File: src/rtl/player_mover_pkg.sv
// Shared types and constants for the player movement slice: FSM encoding,
// screen geometry, player start positions and pacing counter width.
package player_pkg;

    typedef enum logic [1:0] {
        ST_IDLE   = 2'd0,
        ST_WAIT   = 2'd1,
        ST_STEP   = 2'd2,
        ST_SETTLE = 2'd3
    } state_t;

    localparam int PLAYER_SIZE = 5;
    localparam int SCREEN_W    = 160;
    localparam int SCREEN_H    = 120;

    localparam int P1_START_X = 20;
    localparam int P1_START_Y = 57;
    localparam int P2_START_X = 134;
    localparam int P2_START_Y = 57;

    localparam int CNT_W = 24;

    // Resolve a pair of opposing requests: {positive, negative}; both or neither cancel.
    function automatic logic [1:0] axis_req(input logic pos, input logic neg);
        return {pos & ~neg, neg & ~pos};
    endfunction

endpackage

File: src/rtl/player_mover_if.sv
// Keyboard/collision-facing signal bundle of one player mover.
// The slave side is the mover itself; the master side drives requests and flags.
interface player_mover_if;
    logic       req_right;
    logic       req_left;
    logic       req_up;
    logic       req_down;
    logic       move_right;
    logic       move_left;
    logic       move_up;
    logic       move_down;
    logic [7:0] x;
    logic [6:0] y;
    logic       stepped;
    logic       bumped;

    modport master (
        output req_right, req_left, req_up, req_down,
        output move_right, move_left, move_up, move_down,
        input  x, y, stepped, bumped
    );

    modport slave (
        input  req_right, req_left, req_up, req_down,
        input  move_right, move_left, move_up, move_down,
        output x, y, stepped, bumped
    );
endinterface

File: src/rtl/player_mover_step_timer.sv
// Loadable pacing down-counter with zero flag. With PLAYER_MOVER_ACCEL_EN defined,
// a saturating streak of clean steps halves the reload once it reaches 8.
module step_timer
    import player_pkg::*;
#(
    parameter int STEP_DIV = 833333
) (
    input  logic       clock,
    input  logic       reset,
    input  logic       load,
    input  logic       clear,
    input  logic       dec,
    input  logic       idle,
    input  logic       step_eval,
    input  logic       step_ok,
    input  logic       step_bump,
    input  logic [3:0] req_vec,
    output logic       zero
);
    localparam logic [CNT_W-1:0] SLOW_RELOAD = CNT_W'(STEP_DIV - 1);

    logic [CNT_W-1:0] count_reg;
    logic [CNT_W-1:0] reload_value;

`ifdef PLAYER_MOVER_ACCEL_EN
    localparam logic [CNT_W-1:0] FAST_RELOAD = CNT_W'(STEP_DIV / 2 - 1);
    localparam logic [3:0]       STREAK_MAX  = 4'd8;

    logic [3:0] streak_reg;
    logic [3:0] last_req_reg;

    assign reload_value = (streak_reg == STREAK_MAX) ? FAST_RELOAD : SLOW_RELOAD;

    // Request-vector changes are detected at the step that acts on them.
    always_ff @(posedge clock) begin
        if (reset) begin
            streak_reg   <= 4'd0;
            last_req_reg <= 4'd0;
        end else if (idle) begin
            streak_reg   <= 4'd0;
            last_req_reg <= req_vec;
        end else if (step_eval) begin
            last_req_reg <= req_vec;
            if ((req_vec != last_req_reg) || step_bump)
                streak_reg <= 4'd0;
            else if (step_ok && (streak_reg != STREAK_MAX))
                streak_reg <= streak_reg + 4'd1;
        end
    end
`else
    logic unused_streak_inputs;
    assign unused_streak_inputs = ^{idle, step_eval, step_ok, step_bump, req_vec};
    assign reload_value = SLOW_RELOAD;
`endif

    always_ff @(posedge clock) begin
        if (reset)
            count_reg <= '0;
        else if (clear)
            count_reg <= '0;
        else if (load)
            count_reg <= reload_value;
        else if (dec && (count_reg != '0))
            count_reg <= count_reg - CNT_W'(1);
    end

    assign zero = (count_reg == '0);
endmodule

File: src/rtl/player_mover.sv
// Per-player movement controller: paced one-pixel steps gated by collision flags
// and screen bounds. Optional acceleration via PLAYER_MOVER_ACCEL_EN (in step_timer).
module player_mover
    import player_pkg::*;
#(
    parameter int STEP_DIV = 833333,
    parameter int START_X  = P1_START_X,
    parameter int START_Y  = P1_START_Y,
    parameter int X_MIN    = 1,
    parameter int X_MAX    = 154,
    parameter int Y_MIN    = 1,
    parameter int Y_MAX    = 114
) (
    input  logic          clock,
    input  logic          reset,
    player_mover_if.slave bus
);
    state_t     state_reg;
    logic [7:0] x_reg;
    logic [6:0] y_reg;
    logic       stepped_reg;
    logic       bumped_reg;
    logic       settle_reg;

    logic [1:0] h_req;
    logic [1:0] v_req;
    logic       want_r, want_l, want_u, want_d;
    logic       can_r, can_l, can_u, can_d;
    logic       any_req, step_ok, step_bump;
    logic       timer_zero, timer_load, timer_clear, timer_dec;

    assign h_req  = axis_req(bus.req_right, bus.req_left);
    assign v_req  = axis_req(bus.req_down, bus.req_up);
    assign want_r = h_req[1];
    assign want_l = h_req[0];
    assign want_d = v_req[1];
    assign want_u = v_req[0];
    assign any_req = |{h_req, v_req};

    // Bounds are checked before the +/-1 so the position can never wrap.
    assign can_r = bus.move_right && (x_reg < 8'(X_MAX));
    assign can_l = bus.move_left  && (x_reg > 8'(X_MIN));
    assign can_u = bus.move_up    && (y_reg > 7'(Y_MIN));
    assign can_d = bus.move_down  && (y_reg < 7'(Y_MAX));

    assign step_ok   = (want_r & can_r) | (want_l & can_l) | (want_u & can_u) | (want_d & can_d);
    assign step_bump = (want_r & ~can_r) | (want_l & ~can_l) | (want_u & ~can_u) | (want_d & ~can_d);

    assign timer_load  = any_req && ((state_reg == ST_IDLE) || ((state_reg == ST_SETTLE) && settle_reg));
    assign timer_clear = (state_reg == ST_WAIT) && !any_req;
    assign timer_dec   = (state_reg == ST_WAIT) && any_req;

    step_timer #(
        .STEP_DIV (STEP_DIV)
    ) u_step_timer (
        .clock     (clock),
        .reset     (reset),
        .load      (timer_load),
        .clear     (timer_clear),
        .dec       (timer_dec),
        .idle      (state_reg == ST_IDLE),
        .step_eval (state_reg == ST_STEP),
        .step_ok   (step_ok),
        .step_bump (step_bump),
        .req_vec   ({bus.req_right, bus.req_left, bus.req_up, bus.req_down}),
        .zero      (timer_zero)
    );

    always_ff @(posedge clock) begin
        if (reset) begin
            state_reg   <= ST_IDLE;
            x_reg       <= 8'(START_X);
            y_reg       <= 7'(START_Y);
            stepped_reg <= 1'b0;
            bumped_reg  <= 1'b0;
            settle_reg  <= 1'b0;
        end else begin
            stepped_reg <= 1'b0;
            bumped_reg  <= 1'b0;
            case (state_reg)
                ST_IDLE: begin
                    if (any_req)
                        state_reg <= ST_WAIT;
                end
                ST_WAIT: begin
                    if (!any_req)
                        state_reg <= ST_IDLE;
                    else if (timer_zero)
                        state_reg <= ST_STEP;
                end
                ST_STEP: begin
                    if (want_r && can_r)
                        x_reg <= x_reg + 8'd1;
                    else if (want_l && can_l)
                        x_reg <= x_reg - 8'd1;
                    if (want_d && can_d)
                        y_reg <= y_reg + 7'd1;
                    else if (want_u && can_u)
                        y_reg <= y_reg - 7'd1;
                    stepped_reg <= step_ok;
                    bumped_reg  <= step_bump;
                    settle_reg  <= 1'b0;
                    state_reg   <= ST_SETTLE;
                end
                ST_SETTLE: begin
                    // Two cycles so the registered collision flags catch up with x/y.
                    if (!settle_reg) begin
                        settle_reg <= 1'b1;
                    end else begin
                        settle_reg <= 1'b0;
                        state_reg  <= any_req ? ST_WAIT : ST_IDLE;
                    end
                end
                default: state_reg <= ST_IDLE;
            endcase
        end
    end

    assign bus.x       = x_reg;
    assign bus.y       = y_reg;
    assign bus.stepped = stepped_reg;
    assign bus.bumped  = bumped_reg;
endmodule

File: src/flat_wrapper.sv
// flat-port wrapper written by rule: the top's interface ports become plain ports
module player_mover_flat import player_pkg::*;
#(
    parameter int STEP_DIV = 833333,
    parameter int START_X  = P1_START_X,
    parameter int START_Y  = P1_START_Y,
    parameter int X_MIN    = 1,
    parameter int X_MAX    = 154,
    parameter int Y_MIN    = 1,
    parameter int Y_MAX    = 114
)
  (clock, reset, bus_req_right, bus_req_left, bus_req_up, bus_req_down, bus_move_right, bus_move_left, bus_move_up, bus_move_down, bus_x, bus_y, bus_stepped, bus_bumped);
  player_mover_if bus_i ();
  input  logic clock;
  input  logic reset;
  input wire logic [$bits(bus_i.req_right)-1:0] bus_req_right;
  input wire logic [$bits(bus_i.req_left)-1:0] bus_req_left;
  input wire logic [$bits(bus_i.req_up)-1:0] bus_req_up;
  input wire logic [$bits(bus_i.req_down)-1:0] bus_req_down;
  input wire logic [$bits(bus_i.move_right)-1:0] bus_move_right;
  input wire logic [$bits(bus_i.move_left)-1:0] bus_move_left;
  input wire logic [$bits(bus_i.move_up)-1:0] bus_move_up;
  input wire logic [$bits(bus_i.move_down)-1:0] bus_move_down;
  output wire logic [$bits(bus_i.x)-1:0] bus_x;
  output wire logic [$bits(bus_i.y)-1:0] bus_y;
  output wire logic [$bits(bus_i.stepped)-1:0] bus_stepped;
  output wire logic [$bits(bus_i.bumped)-1:0] bus_bumped;
  assign bus_i.req_right = bus_req_right;
  assign bus_i.req_left = bus_req_left;
  assign bus_i.req_up = bus_req_up;
  assign bus_i.req_down = bus_req_down;
  assign bus_i.move_right = bus_move_right;
  assign bus_i.move_left = bus_move_left;
  assign bus_i.move_up = bus_move_up;
  assign bus_i.move_down = bus_move_down;
  assign bus_x = bus_i.x;
  assign bus_y = bus_i.y;
  assign bus_stepped = bus_i.stepped;
  assign bus_bumped = bus_i.bumped;
  player_mover #(.STEP_DIV(STEP_DIV), .START_X(START_X), .START_Y(START_Y), .X_MIN(X_MIN), .X_MAX(X_MAX), .Y_MIN(Y_MIN), .Y_MAX(Y_MAX)) u_core (.clock(clock), .reset(reset), .bus(bus_i));
endmodule
File: config.mk
export PLATFORM = sky130hd
export DESIGN_NAME = player_mover_flat
export DESIGN_NICKNAME = d
export VERILOG_FILES = /design/src/rtl/player_mover_pkg.sv /design/src/rtl/player_mover_if.sv /design/src/rtl/player_mover_step_timer.sv /design/src/rtl/player_mover.sv /design/src/flat_wrapper.sv
export SDC_FILE = /design/constraint.sdc
export NUM_CORES = 1
export LEC_CHECK = 0
export ABC_AREA = 0
export CAP_MARGIN = 20
export CORE_MARGIN = 3
export CORE_UTILIZATION = 35
export CTS_BUF_LIST = sky130_fd_sc_hd__clkbuf_2
export DETAILED_ROUTE_END_ITERATION = 6
export PLACE_DENSITY = 0.5
export SYNTH_ARGS = -nofsm -noshare
export SYNTH_HDL_FRONTEND = slang
export SYNTH_SLANG_ARGS = --single-unit
File: constraint.sdc
create_clock -name clock -period 2.9 [get_ports clock]
set_input_delay 0.435 -clock clock [delete_from_list [all_inputs] [get_ports clock]]
set_output_delay 0.435 -clock clock [all_outputs]
set_load 0.01 [all_outputs]
==> reports/results.ini <==
[place]
hpwl_um = 4922
gp_congestion = 0.7796
portBuffers = 26

[setup_path]
regToRegStartpoint = u_core.bus.y[2]$_SDFFE_PP0P_
arrival_ps = 2810
worst-setup-path-type = reg -> reg
cp-start-kind = register
crit_required_ps = 3230
cp-end-kind = register
crit_fanout = 11
cp-startpoint = u_core.bus.y[2]$_SDFFE_PP0P_

[power_and_ir_drop]
power.leakage_nw = 1.090
comb_power_share_pct = 25.8
power.switching_w = 0.0004425
internal_power_w = 0.0008395
clockPowerShare_pct = 21.3
swShare_pct = 34.52
powerDensity_nw_per_um2 = 402.1
vdd_ir_drop_max_uv = 213.6
p_seq_share_pct = 52.9

[clock_network]
clock_path_buffers = 2
postCtsResizedCells = 0
cts_tree = yes
cts_root_buf = clkbuf_2
cts_num_sinks = 44
numCtsBuffers = 5
htreeDepth = 2
cts_hold_buf = 0
clk_pin_slew_ps = 230
postCtsSetupBuffers = 0
worstSkewPairLatency_ps = 410

[synthesis]
synth_area_leaders = dfxtp_1 (32%), ha_1 (5.5%), a21oi_1 (4.9%)
async_reset_ff_share_pct = 0
synth_cells = 331
syn-mean-instance-area_um2 = 8.297
synth_mux_area_share_pct = 4.920
synth_compound_area_share_pct = 19.95
synth_simple_gate_area_share_pct = 30.25
ys_seq_area_share_pct = 32.07
synth_top_area_cell = dfxtp_1
ys_warn_count = 0
synthesis.nets = 353
synth_area_um2 = 2746
synth_top_area_share_pct = 32.07
synthAdderAreaFrac_pct = 5.467
synthDistinctLibCells = 57
ys.flop_type = dfxtp_1
synth_xor_area_share_pct = 2.551
synth_top_family_by_area = simple AND/OR/NAND/NOR gates
ys_ff_latch = 44
synth_edf_count = 0

[sta]
finClkSkew_ps = 10.81
maxSlewViolCount = 0
period_minus_slack_ps = 2486
max_freq_ghz = 0.4022
fin_crit_sh_pct = 85.73
worstMarginPinSlew_ps = 954.4
setup_violations = 0
tns_ps = 0
finalHoldViolations = 0
relSlewSlack_pct = 35.53
rsz0062_at_grt = no

[floorplanning]
io_pins = 27
start_util_pct = 36.88
coreArea_um2 = 7447
dieWidth_um = 94.58
die_area_um2 = 8945
fp.dieH_um = 94.58
rows = 31

[finish]
synthToLayoutAreaGrowth_pct = 16.08
layout_commonest_cell = dfxtp_1
final_util_pct = 42.81
diodes = 0
largest_reg_flops = 24
mostFrequentLayoutCells = dfxtp_1 (44), a21oi_1 (27), nor2_1 (26), clkdlybuf4s50_1 (26), nand2_1 (18)
final_nets = 382
drive_gt1_share_pct = 11.91

[global_routing]
grt_max_degree = 26
grt_first_pass_wirelength_um = 11230
grt_overflow = 0
grt_pass1_vias = 2278
grt_antenna_before_repair = 0
grt_usage_pct = 15.55

[drt]
drt_iter0_markers = 79
drtPass1Iterations = 4
drtAntennaViolNets = 0
routed-via-count = 2531
routed_via_density = 5.502
wire_per_inst_um = 14.71
totalWireLength_um = 6766
drc = 0

[hold_path]
min_path_type = reg -> reg
hold_start = u_core.u_step_timer.count_reg[14]$_SDFFE_PP0P_

[run]
max_cap_viol_count = 0

[status]
outcome = finished clean

cell usage after synthesis, types with 10 or more instances:
master and number:
a31oi_1 10, nor2_1 26, a21oi_1 27, inv_1 12
or3_1 15, ha_1 12, clkbuf_1 13, nand3_1 10
or4_1 11, nor3_1 10, nand2_1 18, dfxtp_1 44
cell type report:
type / count / area [um2]
Fill cell: 765 / 4259
Clock inverter: 1 / 3.754
Inverter: 12 / 45.04
Timing Repair Buffer: 40 / 365.4
Clock buffer: 7 / 35.03
Sequential cell: 44 / 880.8
Tap cell: 99 / 123.9
Multi-Input combinational cell: 257 / 1734
metrics by stage:
step                      worst slack, ps  instances  hold WS (ps)  area (um2)  power (W)
after CTS                           426.2        460         488.8        3188   0.001299
after global routing                209.9        460         529.0        3188   0.001368
after detailed placement            100.3        452         463.2        3149   0.001021
after floorplan                     694.2        331         438.4        2746  0.0009262
final                               413.8        460         486.6        3188   0.001282
after global placement              181.2        452         453.0        3149   0.001020
critical path, cell delays in order (launching register included):
cell and delay [ps]:
dfxtp_1 450, or3_1 410, a41oi_1 790, a21boi_2 230, a21oi_1 200, mux2_1 340
power groups by stage:
stage | logic, W | clock network [W] | registers, W
6_report | 0.000331 | 0.000273 | 0.000678
5_1_grt | 0.000372 | 0.000311 | 0.000685
4_1_cts | 0.000334 | 0.000288 | 0.000677
3_5_place_dp | 0.000332 | 0 | 0.000689
3_3_place_gp | 0.000331 | 0 | 0.000689
2_1_floorplan | 0.000250 | 0 | 0.000676
cell families after synthesis:
kind of cell    Yosys count
compound gates           82
xor+xnor                  8
fa+ha+maj                12
buf+inv                  30
flops                    44
mux                      13
simple gates            142
layer usage:
| metal | track usage (%) | routed length (um) | vias up |
|---|---|---|---|
| met4 | 3.606 | 51 | 0 |
| met1 | 20.85 | 3253 | 1179 |
| met2 | 25.83 | 3179 | 45 |
| met5 | 0 | 0 | - |
| met3 | 2.948 | 282 | 9 |
| li1 | - | - | 1298 |
path summary, 6_finish.rpt:
check | to | slack (ps) | cells past startpoint
max reg2reg | u_core.bus.y[6]$_SDFFE_PP0P_ | 410 | 5
min | u_core.u_step_timer.count_reg[14]$_SDFFE_PP0P_ | 490 | 2
max | u_core.bus.y[6]$_SDFFE_PP0P_ | 410 | 5
min reg2reg | u_core.u_step_timer.count_reg[14]$_SDFFE_PP0P_ | 490 | 2
(Power assumes the default switching activity.)
